File: src/rtl/micro_sequencer.sv
// micro_sequencer: decodes the microinstruction sequencing field into micro address counter commands.
// Define MICRO_SEQUENCER_STACK_GUARD_EN to trap return-stack overflow/underflow in a FAULT state.
module micro_sequencer #(
    parameter int ADDRESS_WIDTH = 8,
    parameter int STACK_DEPTH   = 4,
    parameter int WAIT_TIMEOUT  = 255
) (
    input  logic                     clock,
    input  logic                     reset,
    // `sequence` is a reserved word in SystemVerilog, hence the suffix.
    input  logic [2:0]               sequence_op,
    input  logic [ADDRESS_WIDTH-1:0] target,
    input  logic                     condition,
    input  logic [ADDRESS_WIDTH-1:0] dispatchAddress,
    input  logic                     ready,
    input  logic [ADDRESS_WIDTH-1:0] address,
    output logic [1:0]               command,
    output logic [ADDRESS_WIDTH-1:0] loadAddress,
    output logic                     timedOut,
    output logic                     stackOverflow,
    output logic                     stackUnderflow,
    output logic                     faulted
);

    localparam int IDX_W = $clog2(STACK_DEPTH);
`ifdef MICRO_SEQUENCER_STACK_GUARD_EN
    // One extra bit so the pointer can hold the full occupancy 0..STACK_DEPTH.
    localparam int PTR_W = IDX_W + 1;
    localparam logic [1:0] ST_FAULT = 2'd2;
`else
    localparam int PTR_W = IDX_W;
`endif
    localparam logic [1:0] ST_RUN     = 2'd0;
    localparam logic [1:0] ST_WAITING = 2'd1;

    localparam logic [2:0] OP_NEXT     = 3'd0;
    localparam logic [2:0] OP_JUMP     = 3'd1;
    localparam logic [2:0] OP_BRANCH   = 3'd2;
    localparam logic [2:0] OP_CALL     = 3'd3;
    localparam logic [2:0] OP_RETURN   = 3'd4;
    localparam logic [2:0] OP_DISPATCH = 3'd5;
    localparam logic [2:0] OP_WAIT     = 3'd6;
    localparam logic [2:0] OP_FETCH    = 3'd7;

    localparam logic [1:0] CMD_NONE  = 2'd0;
    localparam logic [1:0] CMD_INC   = 2'd1;
    localparam logic [1:0] CMD_RESET = 2'd2;
    localparam logic [1:0] CMD_LOAD  = 2'd3;

    localparam logic [7:0] TIMEOUT = 8'(WAIT_TIMEOUT);

    logic [1:0]               state, state_next;
    logic [7:0]               wait_count, count_next;
    logic [PTR_W-1:0]         ptr, ptr_next;
    logic [ADDRESS_WIDTH-1:0] stack [STACK_DEPTH];
    logic                     push;
    logic [IDX_W-1:0]         push_idx, pop_idx;
    logic [ADDRESS_WIDTH-1:0] push_data, top;

    // Index arithmetic wraps modulo STACK_DEPTH, which also yields the unguarded overwrite/underflow reads.
    assign push_idx  = ptr[IDX_W-1:0];
    assign pop_idx   = push_idx - 1'b1;
    assign top       = stack[pop_idx];
    assign push_data = address + 1'b1;

`ifdef MICRO_SEQUENCER_STACK_GUARD_EN
    logic full, empty, set_overflow, set_underflow;
    assign full  = (ptr == PTR_W'(STACK_DEPTH));
    assign empty = (ptr == '0);
`endif

    always_comb begin
        // NOTE: every output gets a default first, so no path can leave one unassigned and infer a latch.
        state_next  = state;
        count_next  = wait_count;
        ptr_next    = ptr;
        push        = 1'b0;
        command     = CMD_NONE;
        loadAddress = '0;
        timedOut    = 1'b0;
`ifdef MICRO_SEQUENCER_STACK_GUARD_EN
        set_overflow  = 1'b0;
        set_underflow = 1'b0;
`endif
        case (state)
            ST_RUN: begin
                case (sequence_op)
                    OP_NEXT: command = CMD_INC;
                    OP_JUMP: begin
                        command     = CMD_LOAD;
                        loadAddress = target;
                    end
                    OP_BRANCH: begin
                        if (condition) begin
                            command     = CMD_LOAD;
                            loadAddress = target;
                        end else begin
                            command = CMD_INC;
                        end
                    end
                    OP_CALL: begin
`ifdef MICRO_SEQUENCER_STACK_GUARD_EN
                        if (full) begin
                            set_overflow = 1'b1;
                            state_next   = ST_FAULT;
                        end else
`endif
                        begin
                            push        = 1'b1;
                            ptr_next    = ptr + 1'b1;
                            command     = CMD_LOAD;
                            loadAddress = target;
                        end
                    end
                    OP_RETURN: begin
`ifdef MICRO_SEQUENCER_STACK_GUARD_EN
                        if (empty) begin
                            set_underflow = 1'b1;
                            state_next    = ST_FAULT;
                        end else
`endif
                        begin
                            ptr_next    = ptr - 1'b1;
                            command     = CMD_LOAD;
                            loadAddress = top;
                        end
                    end
                    OP_DISPATCH: begin
                        command     = CMD_LOAD;
                        loadAddress = dispatchAddress;
                    end
                    OP_WAIT: begin
                        if (ready) begin
                            command = CMD_INC;
                        end else begin
                            count_next = 8'd1;
                            state_next = ST_WAITING;
                        end
                    end
                    OP_FETCH: begin
                        command  = CMD_RESET;
                        ptr_next = '0;
                    end
                endcase
            end
            ST_WAITING: begin
                if (ready) begin
                    command    = CMD_INC;
                    state_next = ST_RUN;
                end else if (wait_count == TIMEOUT) begin
                    command     = CMD_LOAD;
                    loadAddress = target;
                    timedOut    = 1'b1;
                    state_next  = ST_RUN;
                end else begin
                    count_next = wait_count + 8'd1;
                end
            end
            default: ;
        endcase
        // The counter is held in reset alongside us, whatever the decode says.
        if (reset) begin
            command     = CMD_RESET;
            loadAddress = '0;
            timedOut    = 1'b0;
        end
    end

    // NOTE: non-blocking assignments so every register samples pre-edge values regardless of block order.
    always_ff @(posedge clock or posedge reset) begin
        if (reset) begin
            state      <= ST_RUN;
            wait_count <= '0;
            ptr        <= '0;
        end else begin
            state      <= state_next;
            wait_count <= count_next;
            ptr        <= ptr_next;
        end
    end

    // NOTE: the stack array has no reset; an entry is only meaningful once the pointer has covered it.
    always_ff @(posedge clock) begin
        if (push) stack[push_idx] <= push_data;
    end

`ifdef MICRO_SEQUENCER_STACK_GUARD_EN
    always_ff @(posedge clock or posedge reset) begin
        if (reset) begin
            stackOverflow  <= 1'b0;
            stackUnderflow <= 1'b0;
        end else begin
            if (set_overflow)  stackOverflow  <= 1'b1;
            if (set_underflow) stackUnderflow <= 1'b1;
        end
    end
    assign faulted = (state == ST_FAULT);
`else
    assign stackOverflow  = 1'b0;
    assign stackUnderflow = 1'b0;
    assign faulted        = 1'b0;
`endif

endmodule

File: config.mk
export PLATFORM = sky130hd
export DESIGN_NAME = micro_sequencer
export DESIGN_NICKNAME = d
export VERILOG_FILES = /design/src/rtl/micro_sequencer.sv
export SDC_FILE = /design/constraint.sdc
export NUM_CORES = 1
export LEC_CHECK = 0
export CAP_MARGIN = 20
export CORE_MARGIN = 2
export CORE_UTILIZATION = 40
export CTS_BUF_LIST = sky130_fd_sc_hd__clkbuf_4
export DETAILED_ROUTE_END_ITERATION = 7
export PLACE_DENSITY = 0.73
export REMOVE_ABC_BUFFERS = 1
export SYNTH_ARGS = -nofsm -noshare
export SYNTH_HDL_FRONTEND = slang
export SYNTH_SLANG_ARGS = --single-unit
export TNS_END_PERCENT = 30
File: constraint.sdc
create_clock -name clock -period 4.5 [get_ports clock]
set_input_delay 0.9 -clock clock [delete_from_list [all_inputs] [get_ports clock]]
set_output_delay 0.9 -clock clock [all_outputs]
set_load 0.05 [all_outputs]
**Yosys cells after proc, flatten, opt, wreduce, memory -nomap -nowiden**

Memory sizes are Yosys's and may differ from the RTL's.
Index checks and enable logic that the tools add are counted.

- Multiply operators: 0
- Reductions and logical operators: 9
- Order comparisons: 0
- Shift operators: 0
- Add/subtract/negate cells: 4
- Eq/ne operators: 14
- Div/mod/pow operators: 0
- Mux-type cells: 32
- Bitwise logic cells: 0

Operators by type and width:

| cell | number |
|---|---|
| two-way mux 8 bit | 8 |
| one-hot mux 8 bit (2 select lines) | 2 |
| one-hot mux 8 bit (4 select lines) | 1 |
| adder 8 x 1 -> 8 bit (second input constant) | 2 |
| two-way mux 2 bit | 8 |
| equality test 3 bit (second input constant) | 4 |
| one-hot mux 2 bit (5 select lines) | 1 |
| two-way mux 1 bit | 9 |
| equality test 8 bit (second input constant) | 1 |
| != test 2 bit (second input constant) | 4 |
| one-hot mux 2 bit (2 select lines) | 2 |
| equality test 3 x 2 -> 1 bit (second input constant) | 2 |
| one-hot mux 2 bit (3 select lines) | 1 |
| AND reduction 5 bit | 1 |
| AND reduction 4 bit | 1 |
| OR reduction 4 bit | 1 |
| equality test 3 x 1 -> 1 bit (second input constant) | 1 |
| logical NOT 3 bit | 1 |
| != test 3 bit (second input constant) | 1 |
| nonzero test 3 bit | 1 |
| adder 2 x 1 -> 2 bit (second input constant) | 1 |
| equality test 2 x 1 -> 1 bit (second input constant) | 1 |
| logical NOT 2 bit | 1 |
| AND reduction 2 bit | 1 |
| 3 further kinds | 3 |

- Word-level logic and storage cells: 63
- Latch bits: 0
- Memory bits (writable): 32
- Bits of input ports: 31
- ROM bits: 0
- Register bits: 12
- Memories: 1
- Output and inout port bits: 14

Memories:

| memory | depth | bits a word | rd ports | clocked after memory_dff | wr ports | RTL line | RTL |
|---|---|---|---|---|---|---|---|
| stack | 4 | 8 | 1 | 0 | 1 | 55 | `logic [ADDRESS_WIDTH-1:0] stack [STACK_DEPTH];` |

**Longest topological paths before layout**

Gate-level depths: netlist of run 1.

- Depth in word-level cells: 5
- Depth in mapped cells: 7
- Gate-level depth less buffers: 5

**Worst setup path after synthesis of run 1**

Ideal clock, no wire load.

- Path kind: input port to output port
- Start: input port ready
- End: output port loadAddress[3]
- Slack: 1052 ps
- Buffers on the path: 0
- Stages: 4
- Arrival time: 2548 ps
- Cells stage by stage: nand4b_1 > nor4_4 > o21bai_1 > a22o_1

- Cells in the longest elaborated chain, start to end: 3

Ends and longest elaborated chain:

| item | RTL line | RTL |
|---|---|---|
| from (decl) | 15 | `input logic ready,` |
| two-way mux 8 bit | 147 | `if (ready) begin` |
| one-hot mux 8 bit (2 select lines) | 85 | `case (state)` |
| two-way mux 8 bit | 162 | `if (reset) begin` |
| to (decl) | 18 | `output logic [ADDRESS_WIDTH-1:0] loadAddress,` |

No other way between the ends.

**Worst setup path after layout of run 1**

- Start: input port sequence_op[2]
- End: output port command[1]

- Cells in the longest elaborated chain, start to end: 5

Ends and longest elaborated chain:

| item | RTL line | RTL |
|---|---|---|
| from (decl) | 11 | `input logic [2:0] sequence_op,` |
| equality test 3 bit, or another cell as far along | 87 | `case (sequence_op)` |
| OR reduction 4 bit (no source line) | -- |  |
| one-hot mux 2 bit (5 select lines) (*) | 87 |  |
| one-hot mux 2 bit (2 select lines) (*) | 85 |  |
| two-way mux 2 bit (*) | 162 |  |
| to (decl) | 17 | `output logic [1:0] command,` |

Every way passes the cells marked *; elsewhere a longest branch is shown, timed or not.

==> results of run 1 <==
==> synth_stat cells, drive strengths merged, types with 4 or more instances <==
library cell,count
a21oi,6
and2,6
mux4,8
nand3,4
dfrtp,11
buf,8
a22oi,6
edfxtp,32
ha,6
nor3,5
nand2,17
inv,12
o221ai,6
xor2,4
nor2,12
nand2b,5
==> cell type report <==
cell class	count	area [sq um]
fill	508	2711
sequential	43	1236
multi-input combinational	125	979.7
timing repair buffer	45	420.4
tap	72	90.09
inverter	12	45.04
clock buffer	5	37.54
clock inverter	3	20.02
==> stage by stage <==
stage / area, sq um / power, mW
detailed placement: 2771 / 0.8576
finish: 2829 / 1.024
global placement: 2771 / 0.8473
floorplan: 2261 / 0.7407
CTS: 2829 / 1.038
global route: 2829 / 1.095
==> layout by cell type (no fill, tap or decap), types with 2 or more instances in the layout <==
cell type        synthesis  layout
clkdlybuf4s50_1          0      33
edfxtp_1                32      32
nand2_1                 17      17
nor2_1                  12      12
inv_1                   12      12
buf_4                    3      12
dfrtp_1                 11      11
mux4_2                   8       8
and2_1                   6       6
a21oi_1                  6       6
a22oi_1                  6       6
o221ai_1                 6       6
ha_1                     6       6
nand2b_1                 5       5
clkbuf_4                 0       5
nor3_1                   4       4
xor2_1                   4       4
mux2i_1                  3       3
o211ai_1                 3       3
nand3_1                  3       3
xnor2_1                  3       3
conb_1                   1       3
and3_1                   2       2
o21ai_0                  2       2
and4b_1                  2       2
a211oi_1                 2       2
mux2_2                   2       2
a22o_1                   2       2
o31ai_1                  2       2
==> power by group through the flow <==
stage | sequential [mW] | clock, mW | combinational [mW]
after CTS | 0.487 | 0.189 | 0.362
after detailed placement | 0.496 | 0 | 0.362
final | 0.488 | 0.182 | 0.354
after global placement | 0.495 | 0 | 0.352
after global routing | 0.492 | 0.206 | 0.397
after floorplan | 0.506 | 0 | 0.235
==> kinds of logic (layout without fill, tap and decap cells) <==
family | after synthesis | after routing | share of synthesized area
adder cells (fa/ha/maj) | 6 | 6 | 0.03245
multiplexers | 13 | 13 | 0.1006
other | 1 | 3 | 0.001621
AO/OA/AOI/OAI | 35 | 35 | 0.1120
XOR/XNOR | 7 | 7 | 0.02650
buffers and inverters | 22 | 65 | 0.04543
AND/OR/NAND/NOR | 61 | 61 | 0.1471
flip-flops | 43 | 43 | 0.5343
==> metal layers <==
metal / GRT usage / share of wire
met5: 0 / 0
met4: 0.04068 / 0.0091
met3: 0.03371 / 0.043
met2: 0.2700 / 0.50
met1: 0.2031 / 0.45
==> sequential cells by signal, indices dropped and copies added (netlist names) <==
name,flops
ptr,2
state,1
wait_count,8
stack,32
==> worst min path at each step <==
stage          cells after the start  slack (ps)     startpoint            end
6_report                           1         560  wait_count[0]  wait_count[0]
5_1_grt                            1         580  wait_count[0]  wait_count[0]
4_1_cts                            1         560  wait_count[0]  wait_count[0]
3_5_place_dp                       1         540  wait_count[0]  wait_count[0]
3_3_place_gp                       1         530  wait_count[6]  wait_count[6]
2_1_floorplan                      2         500         ptr[1]         ptr[1]
==> impl_results.md, run 1 <==
* Antenna violations before repair at 0
* RSZ-0062 raised after global routing: false
* Reg2reg end: stack[0][0]
* Seq pwr share at 0.476
* Post-route setup slack at 623.9 ps
* DP Cell Count at 297
* Mapped Cells at between 150 and 200
* Number of max-cap violations at 0
* Prevailing post-synth register cell: edfxtp_1
* 1st-iter DRT viols at 110
* Comb power frac at 0.346
* Psw at 0.3344 mW
* Gpl congestion at 0.7864
* Post-synth ARST share at 0.2558
* Synth-to-layout area growth at 22.28%
* DR vias/cell at 5.354
* Pwr Density at 361.9 nW/um^2
* Inserted Clock Buffers at 5
* CP Capture Point: command[1]
* Die height at ~80 microns
* Crit-path slowest cell: clkdlybuf4s50_1
* Starting density of the core at 0.4176
* Max clock buf depth at 2
* Die Area at roughly 6400 sq um
* CTS root buffer: clkbuf_4
* Measured slew at the worst slew-check pin at between 500 and 600 ps
* Critical path peak fanout at 11
* Resized cells post-CTS at 0
* Diodes inserted at 0
* Worst hold slack at about 560 ps
* Clk sinks at 43
* Post-synth EDFFs at 32
* Setup_tns at 0 ps
* Cts hold-fix bufs at 0
* Internal power at 0.6896 mW
* R2r worst-path depth at 2
* First-pass GRT wire length at 7596 microns
* Stages on the worst setup path at 6
* Port Buf Inserts at 41
* Worst-Skew Late Latency at 340 ps
* Fin Clk Skew at between 9 and 10 ps
* Yosys top cell area share at 0.4154
* Mean post-synth cell area at 12.31 sq um
* Final min period at roughly 3900 ps
* Core area at 5540 sq um
* Final Hold Fails at 0
* Total grt overflow at 0
* DR pass1 iterations at 4
* Postcts setup bufs at 0
* Num ports at between 40 and 50
* Final ANT Viol Nets at 0
* Final core utilization at 0.5106
* DR WL/cell at ~15 microns
* Setup WS pre-CTS at around 650 ps
* Max-slew headroom at 0.6462
* Fmax at 258.0 MHz
* Final max-slew violation count at 0
* Status: finished clean
* Clock power share at 0.178
* Tot GR Track Use at 0.1576
* Ys Warns at 0
* Net count, final at 269
* CP peak stage delay at 800 ps
* Die Wd at 80.05 microns
* Worst min-delay path class: flip-flop to flip-flop
* Delay-heaviest family, CP: buffers and inverters
* Syn Std Cell Area at around 2300 sq um
* Final period utilization at 0.8614
* Synth top area cells: edfxtp_1, dfrtp_1, mux4_2, ha_1, nand2_1
* FF-to-FF setup slack at about 2700 ps
* Yosys top cell by area: edfxtp_1
* Critical Path RT at 3600 ps
* Post-synth cell types at 47
* Cell Rows at 27
* Worst-path clk slew at 120 ps
* Routed WL at ~4700 microns
* Critical-path cell list: clkdlybuf4s50_1 -> nor2b_1 -> nor2_1 -> o21ai_0 -> a221o_1 -> clkdlybuf4s50_1
* DP HPWL at 3503 microns
* CP Launch Point: sequence_op[2]
* WP buf/inv at 2
* Pleak at 1.055 nW
* DRC at 0
* Largest net degree at the start of global routing at 16
* Synth Register Bits at 43
* Crit. End Element: output port
* Max VDD drop at 0.1905 mV
* DR vias at 1633
* Critical Setup Path Class: primary input to output port
* Seq/Total Area, Yosys at 0.5343
* CTS H-Tree Depth at 2
* Worst reg2reg startpoint: state[0]
* Final setup viols at 0
* Crit-path most repeated cell: clkdlybuf4s50_1
* Switching share of total power at 0.3265
* CP Launch Type: primary input
* Vias in the first global route at 1586
* Fin cells at 305
* TritonCTS clock tree: done
* Share of cells above drive strength 1 at 0.1459
* Arrival @ worst endpoint at 2980 ps
(Power assumes the default switching activity.)
==> run 2: changes to the inputs <==
--- a/config.mk
+++ b/config.mk
@@ -11,7 +11,6 @@
 export CTS_BUF_LIST = sky130_fd_sc_hd__clkbuf_4
 export DETAILED_ROUTE_END_ITERATION = 7
 export PLACE_DENSITY = 0.73
-export REMOVE_ABC_BUFFERS = 1
 export SYNTH_ARGS = -nofsm -noshare
 export SYNTH_HDL_FRONTEND = slang
 export SYNTH_SLANG_ARGS = --single-unit
==> run 2 against run 1 <==
  * Flip-flop and latch count unchanged
  * Global-route usage decreased by 0.12 points
  * Non-clock buffer count unchanged
  * Combinational power about the same
  * Largest cell class unchanged
  * Via count decreased by 1.9%
  * Critical path type unchanged
  * Die area unchanged
  * Wire length increased by 1.6%
  * Clock skew increased by 1.3 ps
  * Worst hold slack got worse by 5.0 ps
==> impl_results.md, run 2 (same netlist as run 1, synthesis figures left out) <==
* Status: finished clean
* First-pass GRT wire length at 7555 microns (-0.54%)
* Max-slew headroom at 0.6109 (-0.03531)
* Total power at 1.080 mW (+5.4%)
* Most common cell after layout, fill and taps aside: clkdlybuf4s50_1
* RSZ-0062 raised after global routing: false
* Final period utilization at 0.8493 (-0.01210)
* Clk sinks at 43 (unchanged)
* Max clock buf depth at 2 (unchanged)
* DR vias/cell at 5.270 (-1.6%)
* Net count, final at 269 (unchanged)
* Crit. End Element: output port
* Final max-slew violation count at 0 (unchanged)
* Post-route setup slack at 678.3 ps (+54.43 ps)
* Inserted Clock Buffers at 5 (unchanged)
* Fin cells at 304 (-0.33%)
* DRC at 0 (unchanged)
* Biggest regs: stack x32, wait_count x8, ptr x2
* Fmax at 261.7 MHz (+1.4%)
* Diodes inserted at 0 (unchanged)
* TritonCTS clock tree: done
* Worst min-delay path class: flip-flop to flip-flop
* Final Hold Fails at 0 (unchanged)
* Vias in the first global route at 1558 (-1.8%)
* DR vias at 1602 (-1.9%)
* Tot GR Track Use at 0.1564 (-0.001190)
* WP buf/inv at 2 (unchanged)
* DR pass1 iterations at 6 (+2)
* CP Capture Point: command[1]
* Postcts setup bufs at 0 (unchanged)
* Fin Clk Skew at 11.30 ps (+1.302 ps)
* Starting density of the core at 0.4176 (unchanged)
* Critical Path RT at 3600 ps (about the same)
* DP Cell Count at 297 (unchanged)
* Largest net degree at the start of global routing at 16 (unchanged)
* Crit-path most repeated cell: clkdlybuf4s50_1
* Pwr Density at 379.3 nW/um^2 (+4.8%)
* Gpl congestion at 0.8536 (+8.5%)
* DP HPWL at 3552 microns (+1.4%)
* DR WL/cell at 15.72 microns (+1.9%)
* Share of cells above drive strength 1 at 0.1466 (+0.0006290)
* Worst reg2reg startpoint: state[0]
* Max reg flops at 32 (unchanged)
* Critical path peak fanout at 11 (unchanged)
* Setup WS pre-CTS at 683.8 ps (+36.65 ps)
* Delay-heaviest family, CP: buffers and inverters
* Worst hold slack at 558.2 ps (-5.003 ps)
* Die Area at 6408 sq um (unchanged)
* Total grt overflow at 0 (unchanged)
* Most frequent cells in the layout: clkdlybuf4s50_1, edfxtp_1, nand2_1
* Critical-path cell list: clkdlybuf4s50_1 -> nor2b_1 -> nor2_1 -> o21ai_0 -> a221o_1 -> clkdlybuf4s50_1
* Final min period at 3822 ps (-54.43 ps)
* Num ports at 45 (unchanged)
* Reg2reg end: stack[2][0]
* Measured slew at the worst slew-check pin at 579.3 ps (+50.46 ps)
* Biggest register: stack
* CP peak stage delay at 800 ps (about the same)
* Fin area at 2846 sq um (+0.62%)
* Pleak at 1.063 nW (+0.75%)
* Stages on the worst setup path at 6 (unchanged)
* Final setup viols at 0 (unchanged)
* Die height at 80.05 microns (unchanged)
* Critical Setup Path Class: primary input to output port
* Resized cells post-CTS at 0 (unchanged)
* Antenna violations before repair at 0 (unchanged)
* Number of max-cap violations at 0 (unchanged)
* CTS H-Tree Depth at 2 (unchanged)
* FF-to-FF setup slack at 2690 ps (about the same)
* CTS root buffer: clkbuf_4
* Setup_tns at 0 ps (unchanged)
* Max VDD drop at 0.2135 mV (+12%)
* Cts hold-fix bufs at 0 (unchanged)
* Synth-to-layout area growth at 23.04%
* 1st-iter DRT viols at 96 (-13%)
* Area of placed instances at 2771 sq um (unchanged)
* Crit-path slowest cell: clkdlybuf4s50_1
* Arrival @ worst endpoint at 2920 ps (-60 ps)
* CP Launch Point: sequence_op[2]
* Worst-Skew Late Latency at 340 ps (about the same)
* R2r worst-path depth at 2 (unchanged)
* CP Launch Type: primary input
* Routed WL at 4778 microns (+1.6%)
* Port Buf Inserts at 41 (unchanged)
* Core area at 5540 sq um (unchanged)
* Die Wd at 80.05 microns (unchanged)
* Worst-path clk slew at 130 ps (about the same)
* Final core utilization at 0.5138 (+0.003162)
* Cell Rows at 27 (unchanged)
* Final ANT Viol Nets at 0 (unchanged)
[run 2: metal layers]
metal,GRT usage,part of all wire
met5,0,0
met4,0.03559,0.0082
met3,0.04270,0.042
met2,0.2717,0.51
met1,0.1941,0.44
[run 2: power by group]
part / internal (mW) / switching (mW) / leakage [nW]
Sequential: 0.463 / 0.0257 / 0.434
Combinational: 0.167 / 0.187 / 0.592
Clock: 0.114 / 0.122 / 0.0373
[run 2: final cells by class]
| class | instances | area, sq um |
|---|---|---|
| Fill cell | 517 | 2694 |
| Sequential cell | 43 | 1236 |
| Multi-Input combinational cell | 125 | 979.7 |
| Timing Repair Buffer | 45 | 420.4 |
| Tap cell | 72 | 90.09 |
| Inverter | 12 | 45.04 |
| Clock buffer | 5 | 37.54 |
| Clock inverter | 2 | 37.54 |
[run 2: worst register-to-register path, cell delays in order, from the launching register on]
cell      delay [ps]
dfrtp_1          500
nor4bb_1         490
and2_1           470
[run 2: how the worst min path moves through the flow]
| stage | start | end | depth (start not counted) |
|---|---|---|---|
| floorplan | ptr[1] | ptr[1] | 2 |
| global placement | ptr[1] | ptr[1] | 2 |
| detailed placement | wait_count[6] | wait_count[6] | 1 |
| CTS | wait_count[6] | wait_count[6] | 1 |
| global route | wait_count[0] | wait_count[0] | 1 |
| finish | wait_count[0] | wait_count[0] | 1 |
